===== src/rtl/histogram_readout.sv =====
// Drains a finished histogram from scratch memory into output memory, one 128-bit word every three
// cycles. Words never written are forced to zero, and all bins are summed into a pixel total.
module histogram_readout #(
  parameter int unsigned NUM_WORDS     = 64,
  parameter logic [15:0] OUT_BASE_ADDR = 16'h0,
  parameter bit          CLEAR_SCRATCH = 1'b1
) (
  input  logic                 clock,
  input  logic                 reset,
  input  logic                 start,
  input  logic [NUM_WORDS-1:0] nz_mask,
  output logic [15:0]          scratch_memory_address_pointer0,
  input  logic [127:0]         scratch_memory_rdata0,
  output logic                 scratch_write_enable,
  output logic [15:0]          scratch_write_address,
  output logic [127:0]         scratch_memory_wdata,
  output logic                 output_memory_write_enable,
  output logic [15:0]          output_memory_address,
  output logic [127:0]         output_memory_wdata,
  output logic [31:0]          total_pixel_count,
  output logic                 busy,
  output logic                 done
);

  localparam int unsigned IDX_W = (NUM_WORDS > 1) ? $clog2(NUM_WORDS) : 1;
  localparam logic [IDX_W-1:0] LAST_IDX = IDX_W'(NUM_WORDS - 1);

  typedef enum logic [2:0] {StIdle, StRd, StLat, StWr, StFin} state_e;

  state_e               state_q, state_d;
  logic [IDX_W-1:0]     idx_q, idx_d;
  logic [NUM_WORDS-1:0] mask_q, mask_d;
  logic [31:0]          acc_q, acc_d;
  logic                 pend_q, pend_d;
  logic                 owe_q, owe_d;
  logic [15:0]          oaddr_q, oaddr_d;
  logic [127:0]         odata_q, odata_d;
  logic                 swe_q, swe_d;
  logic [15:0]          swaddr_q, swaddr_d;

  logic [127:0] word;
  logic [31:0]  word_sum;

  // Unwritten words may read back as X; the mask bit gates them out entirely.
  assign word     = mask_q[idx_q] ? scratch_memory_rdata0 : 128'b0;
  assign word_sum = word[127:96] + word[95:64] + word[63:32] + word[31:0];

  always_comb begin
    state_d  = state_q;
    idx_d    = idx_q;
    mask_d   = mask_q;
    acc_d    = acc_q;
    pend_d   = pend_q;
    owe_d    = 1'b0;
    oaddr_d  = oaddr_q;
    odata_d  = odata_q;
    swe_d    = 1'b0;
    swaddr_d = swaddr_q;
    unique case (state_q)
      StIdle: begin
        if (start || pend_q) begin
          if (start) mask_d = nz_mask;
          idx_d   = '0;
          acc_d   = '0;
          pend_d  = 1'b0;
          state_d = StRd;
        end
      end
      StRd:  state_d = StLat;
      StLat: state_d = StWr;
      StWr: begin
        owe_d   = 1'b1;
        oaddr_d = OUT_BASE_ADDR + 16'(idx_q);
        odata_d = word;
        if (CLEAR_SCRATCH) begin
          swe_d    = 1'b1;
          swaddr_d = 16'(idx_q);
        end
        acc_d   = acc_q + word_sum;
        idx_d   = idx_q + 1'b1;
        state_d = (idx_q == LAST_IDX) ? StFin : StRd;
      end
      StFin: begin
        state_d = StIdle;
        // A start coinciding with done is remembered and launched from idle.
        if (start) begin
          mask_d = nz_mask;
          pend_d = 1'b1;
        end
      end
      default: state_d = StIdle;
    endcase
  end

  always_ff @(posedge clock or posedge reset) begin
    if (reset) begin
      state_q  <= StIdle;
      idx_q    <= '0;
      mask_q   <= '0;
      acc_q    <= '0;
      pend_q   <= 1'b0;
      owe_q    <= 1'b0;
      oaddr_q  <= '0;
      odata_q  <= '0;
      swe_q    <= 1'b0;
      swaddr_q <= '0;
    end else begin
      state_q  <= state_d;
      idx_q    <= idx_d;
      mask_q   <= mask_d;
      acc_q    <= acc_d;
      pend_q   <= pend_d;
      owe_q    <= owe_d;
      oaddr_q  <= oaddr_d;
      odata_q  <= odata_d;
      swe_q    <= swe_d;
      swaddr_q <= swaddr_d;
    end
  end

  assign scratch_memory_address_pointer0 =
      (state_q == StRd || state_q == StLat) ? 16'(idx_q) : 16'h0;
  assign scratch_write_enable       = swe_q;
  assign scratch_write_address      = swaddr_q;
  assign scratch_memory_wdata       = 128'b0;
  assign output_memory_write_enable = owe_q;
  assign output_memory_address      = oaddr_q;
  assign output_memory_wdata        = odata_q;
  assign total_pixel_count          = acc_q;
  assign busy = (state_q == StRd) || (state_q == StLat) || (state_q == StWr);
  assign done = (state_q == StFin);

endmodule


===== config.mk =====
export PLATFORM = sky130hd
export DESIGN_NAME = histogram_readout
export DESIGN_NICKNAME = d
export VERILOG_FILES = /design/src/rtl/histogram_readout.sv
export SDC_FILE = /design/constraint.sdc
export NUM_CORES = 1
export LEC_CHECK = 0
export CORE_AREA = 2 2 208 210
export DETAILED_ROUTE_END_ITERATION = 8
export DIE_AREA = 0 0 210 212
export PLACE_DENSITY = 0.72
export SETUP_SLACK_MARGIN = 0.4
export SLEW_MARGIN = 20
export SYNTH_ARGS = -nofsm -noshare
export SYNTH_HDL_FRONTEND = slang
export SYNTH_SLANG_ARGS = --single-unit

===== constraint.sdc =====
create_clock -name clock -period 15.7 [get_ports clock]
set_input_delay 1.57 -clock clock [delete_from_list [all_inputs] [get_ports clock]]
set_output_delay 1.57 -clock clock [all_outputs]
set_load 0.005 [all_outputs]

# --- Yosys cells after proc, flatten, opt, wreduce, memory -nomap -nowiden ---
# Cells that the tools add are included.
word_totals:
  ff_bits: 241
  inputBits: 195
  out_inout_bits: 340
  word_cells: 48
op_classes:
  n_addsub: 5
  n_lt_le_gt_ge: 1
  eq_ne: 7
  muxes: 18
  reduce_logical: 9
ops:
  columns: ["operator", "count"]
  rows:
  - ["adder 32 bit", 4]
  - ["two-way mux 128 bit", 1]
  - ["two-way mux 64 bit", 2]
  - ["case mux 64 bit (2 select lines)", 1]
  - ["case mux 32 bit (2 select lines)", 1]
  - ["two-way mux 32 bit", 1]
  - ["two-way mux 6 bit", 2]
  - ["case mux 3 bit (4 select lines)", 1]
  - ["case mux 6 bit (2 select lines)", 1]
  - ["< comparator 6 x 7 -> 1 bit (second input constant)", 1]
  - ["adder 6 x 1 -> 6 bit (second input constant)", 1]
  - ["binary-select mux 1 bit (select 6 bit)", 1]
  - ["equality test 3 x 2 -> 1 bit (second input constant)", 2]
  - ["equality test 6 bit (second input constant)", 1]
  - ["two-way mux 3 bit", 2]
  - ["two-way mux 1 bit", 4]
  - ["!= test 2 bit (second input constant)", 2]
  - ["AND reduction 2 bit", 2]
  - ["nonzero test 2 bit", 2]
  - ["equality test 3 x 1 -> 1 bit (second input constant)", 1]
  - ["equality test 3 bit (second input constant)", 1]
  - ["logical NOT 3 bit", 1]
  - ["logical OR 1 bit", 3]
  - ["AND reduction 3 bit", 1]
  - ["case mux 1 bit (2 select lines)", 1]

# --- Longest topological paths before layout ---
depth:
  ltp_word: 8
  ltp_mapped: 27

# --- Least setup slack after synthesis ---
# Ideal clock, no wire load.
synth_path:
  kind: "register -> register"
  from: "reg idx_q[0]"
  to: "reg acc_q[29] (netlist: total_pixel_count[29])"
  setup_time_ns: 0.122
  arrival_ns: 5.843
  required_time_ns: 15.578
  setup_slack_ns: 9.736
  path_stages_with_launch: 27
  n_path_buf: 5
  period_less_slack_ns: 5.964
  cell_sequence: "dfrtp_1 -> buf_6 -> buf_4 -> mux2i_1 -> a211o_1 -> a311oi_1 -> nor3_2 -> o2bb2a_4 -> buf_6 -> buf_4 -> buf_4 -> nand2_1 -> fa_1 -> inv_1 -> fa_1 -> inv_1 -> fa_1 -> inv_1 -> ha_1 -> a21o_1 -> a2111o_1 -> o21ai_2 -> a311o_2 -> a41oi_1 -> o31a_1 -> or3_1 -> a32o_1"
synth_via:
  elab_chain_cells: 8
synth_rtl:
  columns: ["element", "line_no", "source"]
  rows:
  - ["start, declared", "31", "logic [IDX_W-1:0] idx_q, idx_d;"]
  - ["start signal, assigned", "109", "idx_q <= idx_d;"]
  - ["binary-select mux 1 bit (select 6 bit) (*)", "45", "assign word = mask_q[idx_q] ? scratch_memory_rdata0 : 128'b0;"]
  - ["two-way mux 1 bit (implied by the code) (*)", "45", null]
  - ["two-way mux 128 bit (*)", "45", null]
  - ["adder 32 bit (2 in series)", "46", "assign word_sum = word[127:96] + word[95:64] + word[63:32] + word[31:0];"]
  - ["adder 32 bit (*)", "46", null]
  - ["adder 32 bit (*)", "79", "acc_d = acc_q + word_sum;"]
  - ["case mux 32 bit (2 select lines) (*)", "59", "unique case (state_q)"]
  - ["end signal, assigned", "100", "acc_q <= '0;"]
  - ["end signal, assigned", "111", "acc_q <= acc_d;"]
  - ["end, declared", "33", "logic [31:0] acc_q, acc_d;"]
# Every way passes the cells marked *; elsewhere a longest branch is shown, timed or not. The select of a mux whose other input is x is not followed.
# A chain may end at the register's enable or synchronous reset.

# --- Worst setup path after layout ---
layout_path:
  from: "reg idx_q[1]"
  to: "reg acc_q[22] (netlist: total_pixel_count[22])"
# The elaborated chain is that of the path after synthesis.

==> qor.txt <==
outcome: completed
CP max stage delay: 0.88 ns
Fmax: 0.130 GHz
Max Cap Violations: 0
synth unique cells: 60
most used flip-flop cell after synthesis: dfrtp_1
largest net degree at the start of global routing: 105
initial antenna violation count: 0
Die Wd: 210 µm
DRT Pass-1 Iters: 5
GRT Total Usage: 0.191
Layout area overhead: 28.6%
CTS tree: built
met1 usage in global routing: 0.231
Post-DRT Antenna Nets: 0
RSZ-0062 raised after global routing: false
fraction of registers with async set/reset: 1.00
Worst Hold Class: reg -> reg
vias in the first global route: 11.9k
required time of the critical path: 16.13 ns
GR Util met3: 0.0575
xor/xnor share of the synthesized area: 0.0153
final wirelength: 42700 µm
max-slew violation count: 0
endpoint class of the critical path: flip-flop
gp weighted congestion: 0.802
final hold violations: 0
fillers: 3982
TNS Setup: 0 ns
die footprint: 44500 µm²
Ys Warns: 0
via count: 11.5k
num rows: 76
kind of critical path: reg -> reg
GRT overflow: 0
# DRC: 0
hold_sp: output_memory_wdata[127]
DR iter-0 viols: 747
crit path from: idx_q[1]
cts hold-fix bufs: 0
post_cts resized: 0
gr busiest metal: met2
CP top delay family: compound AO/OA/AOI/OAI gates
port bufs: 376
Crit path arrival time: 8.14 ns
clk_skew: 0.0129 ns
CTS Root Cell: clkbuf_16
worst-path cell chain: nor2b_1, a211o_1, a311oi_1, nor3_2, o2bb2a_4, buf_4, nand2_1, fa_1, inv_1, fa_1, inv_1, fa_1, inv_1, ha_1, a21o_1, a21oi_1, o21ai_0, a31oi_1, a21oi_1, o41ai_1, o21ai_0, a22o_1
clock slew at reported path FFs: 0.06 ns
setup violators final: 0
Mapped Area: 15500 µm²
Clk Latency, worst-skew pair: 0.55 ns
diodes inserted: 0
Hold Slack: 0.470 ns
H-tree Lvls: 1
post-synthesis adder-cell area fraction: 0.145
met2 Track Usage GR: 0.332
fin crit share: 0.491
Worst Setup Start Kind: flip-flop
Worst Tran Pin Value: 1.00 ns
Seq/Total Area, Yosys: 0.389
Buf+Inv Stages, Crit Path: 4
clock sink count: 241
multiplexer share of the synthesized area: 0.100
Worst R2R Start: idx_q[1]
Simple-Gate Fraction of Synth Area: 0.107
Via-to-Cell Ratio: 4.68
Num CTS Buffers: 28
share of cells above drive strength 1: 0.100
Crit Path Max Fanout: 72
die height: 212 µm
main combinational cell family by area after synthesis: buffers and inverters
Core ar.: 42500 µm²
max_slew headroom: 0.331
first-pass GRT wire length: 66100 µm
Syn Area/Cell: 9.96 µm²
fin crit period: 7.70 ns
slowest stage cell, crit path: dfrtp_1
Post-Synthesis Cells: 1556
Final Util: 0.469
Post-DP HPWL: 32300 µm
Synth Area in Compound Gates: 0.0893
Post-synth EDFFs: 0
Starting Density: 0.365
synthesis-stage register bit count: 241
IO Count: 535
Layout Nets: 2214
CTS max path bufs: 3
WL/cell: 17.3 µm
Setup Fix Bufs, Post-CTS: 0
## state kept, by name (all words and copies together) (netlist names)
signal / cells
mask_q: 64
total_pixel_count: 32
state_q: 3
output_memory_wdata: 128
pend_q: 1
output_memory_address: 6
scratch_write_enable: 1
idx_q: 6
## synthesized netlist by cell type, types with 13 or more instances
cell type | number | area, µm²
and2_1 | 26 | 163
xor2_1 | 14 | 123
clkbuf_1 | 49 | 184
ha_1 | 33 | 413
o21ai_0 | 115 | 576
and2_4 | 20 | 175
fa_1 | 92 | 1840
a21oi_1 | 23 | 115
nand2_1 | 242 | 908
xnor2_1 | 13 | 114
o21ai_1 | 17 | 85.1
mux2_2 | 101 | 1140
dfrtp_1 | 241 | 6030
nor2_1 | 24 | 90.1
inv_1 | 208 | 781
buf_4 | 176 | 1320
## final timing paths
path / slack (ns) / to / cells after the start
max reg2reg: 8.00 / total_pixel_count[22] / 22
min reg2reg: 0.47 / output_memory_wdata[127] / 2
max in group asynchronous: 12.63 / output_memory_wdata[19] / 3
min: 0.47 / output_memory_wdata[127] / 2
min in group asynchronous: 1.57 / output_memory_wdata[64] / 2
max: 8.00 / total_pixel_count[22] / 22
## area by class of cell
class / count / area, µm² / share of cell area
Timing Repair Buffer: 384 / 3820 / 0.192
Multi-Input combinational cell: 1029 / 7690 / 0.386
Clock inverter: 5 / 58.8 / 0.00295
Clock buffer: 46 / 850 / 0.0426
Sequential cell: 241 / 6030 / 0.302
Inverter: 210 / 797 / 0.0400
Tap cell: 546 / 683 / 0.0343
## per-stage QoR
stage               instances  worst slack (ns)  cell area, µm²
floorplan                1713              7.51           16100
global placement         2410              8.17           19000
detailed placement       2410              8.03           19000
CTS                      2461              8.01           19900
global route             2461              7.39           19900
finish                   2461              8.00           19900
## metal layers
layer  part of all wire  up-vias
li1                   -     5363
met1               0.40     5687
met2               0.49      398
met3              0.081       66
met4              0.026        0
met5                  0        -
## cells in the final DEF, fill, tap and decap left out, types with 10 or more instances in the layout
| master | n |
|---|---|
| a21o_1 | 11 |
| a21oi_1 | 23 |
| and2_1 | 25 |
| and2_4 | 20 |
| clkbuf_1 | 11 |
| clkbuf_16 | 29 |
| clkdlybuf4s50_1 | 376 |
| conb_1 | 158 |
| dfrtp_1 | 241 |
| fa_1 | 92 |
| ha_1 | 33 |
| inv_1 | 207 |
| mux2_2 | 101 |
| mux2i_1 | 11 |
| nand2_1 | 242 |
| nand3_1 | 12 |
| nor2_1 | 24 |
| nor3_1 | 10 |
| o21ai_0 | 115 |
| o21ai_1 | 17 |
| xnor2_1 | 13 |
| xor2_1 | 14 |
## worst min-delay path, cell delays in order (launching register included)
cell and delay, ns:
dfrtp_1 0.34, nand2_1 0.05, nand2_1 0.05
## logic make-up after synthesis
| logic type | Yosys count |
|---|---|
| AOI/OAI and AO/OA | 227 |
| xor gates and xnor gates | 27 |
| adders and majority gates | 125 |
| buffers and inverters | 443 |
| DFF | 241 |
| muxes | 125 |
| other | 1 |
| and+or+nand+nor | 367 |
Power is left out: the tool's default activity adds up to more than one toggle a clock period on the data nets, which glitch-free logic cannot reach.
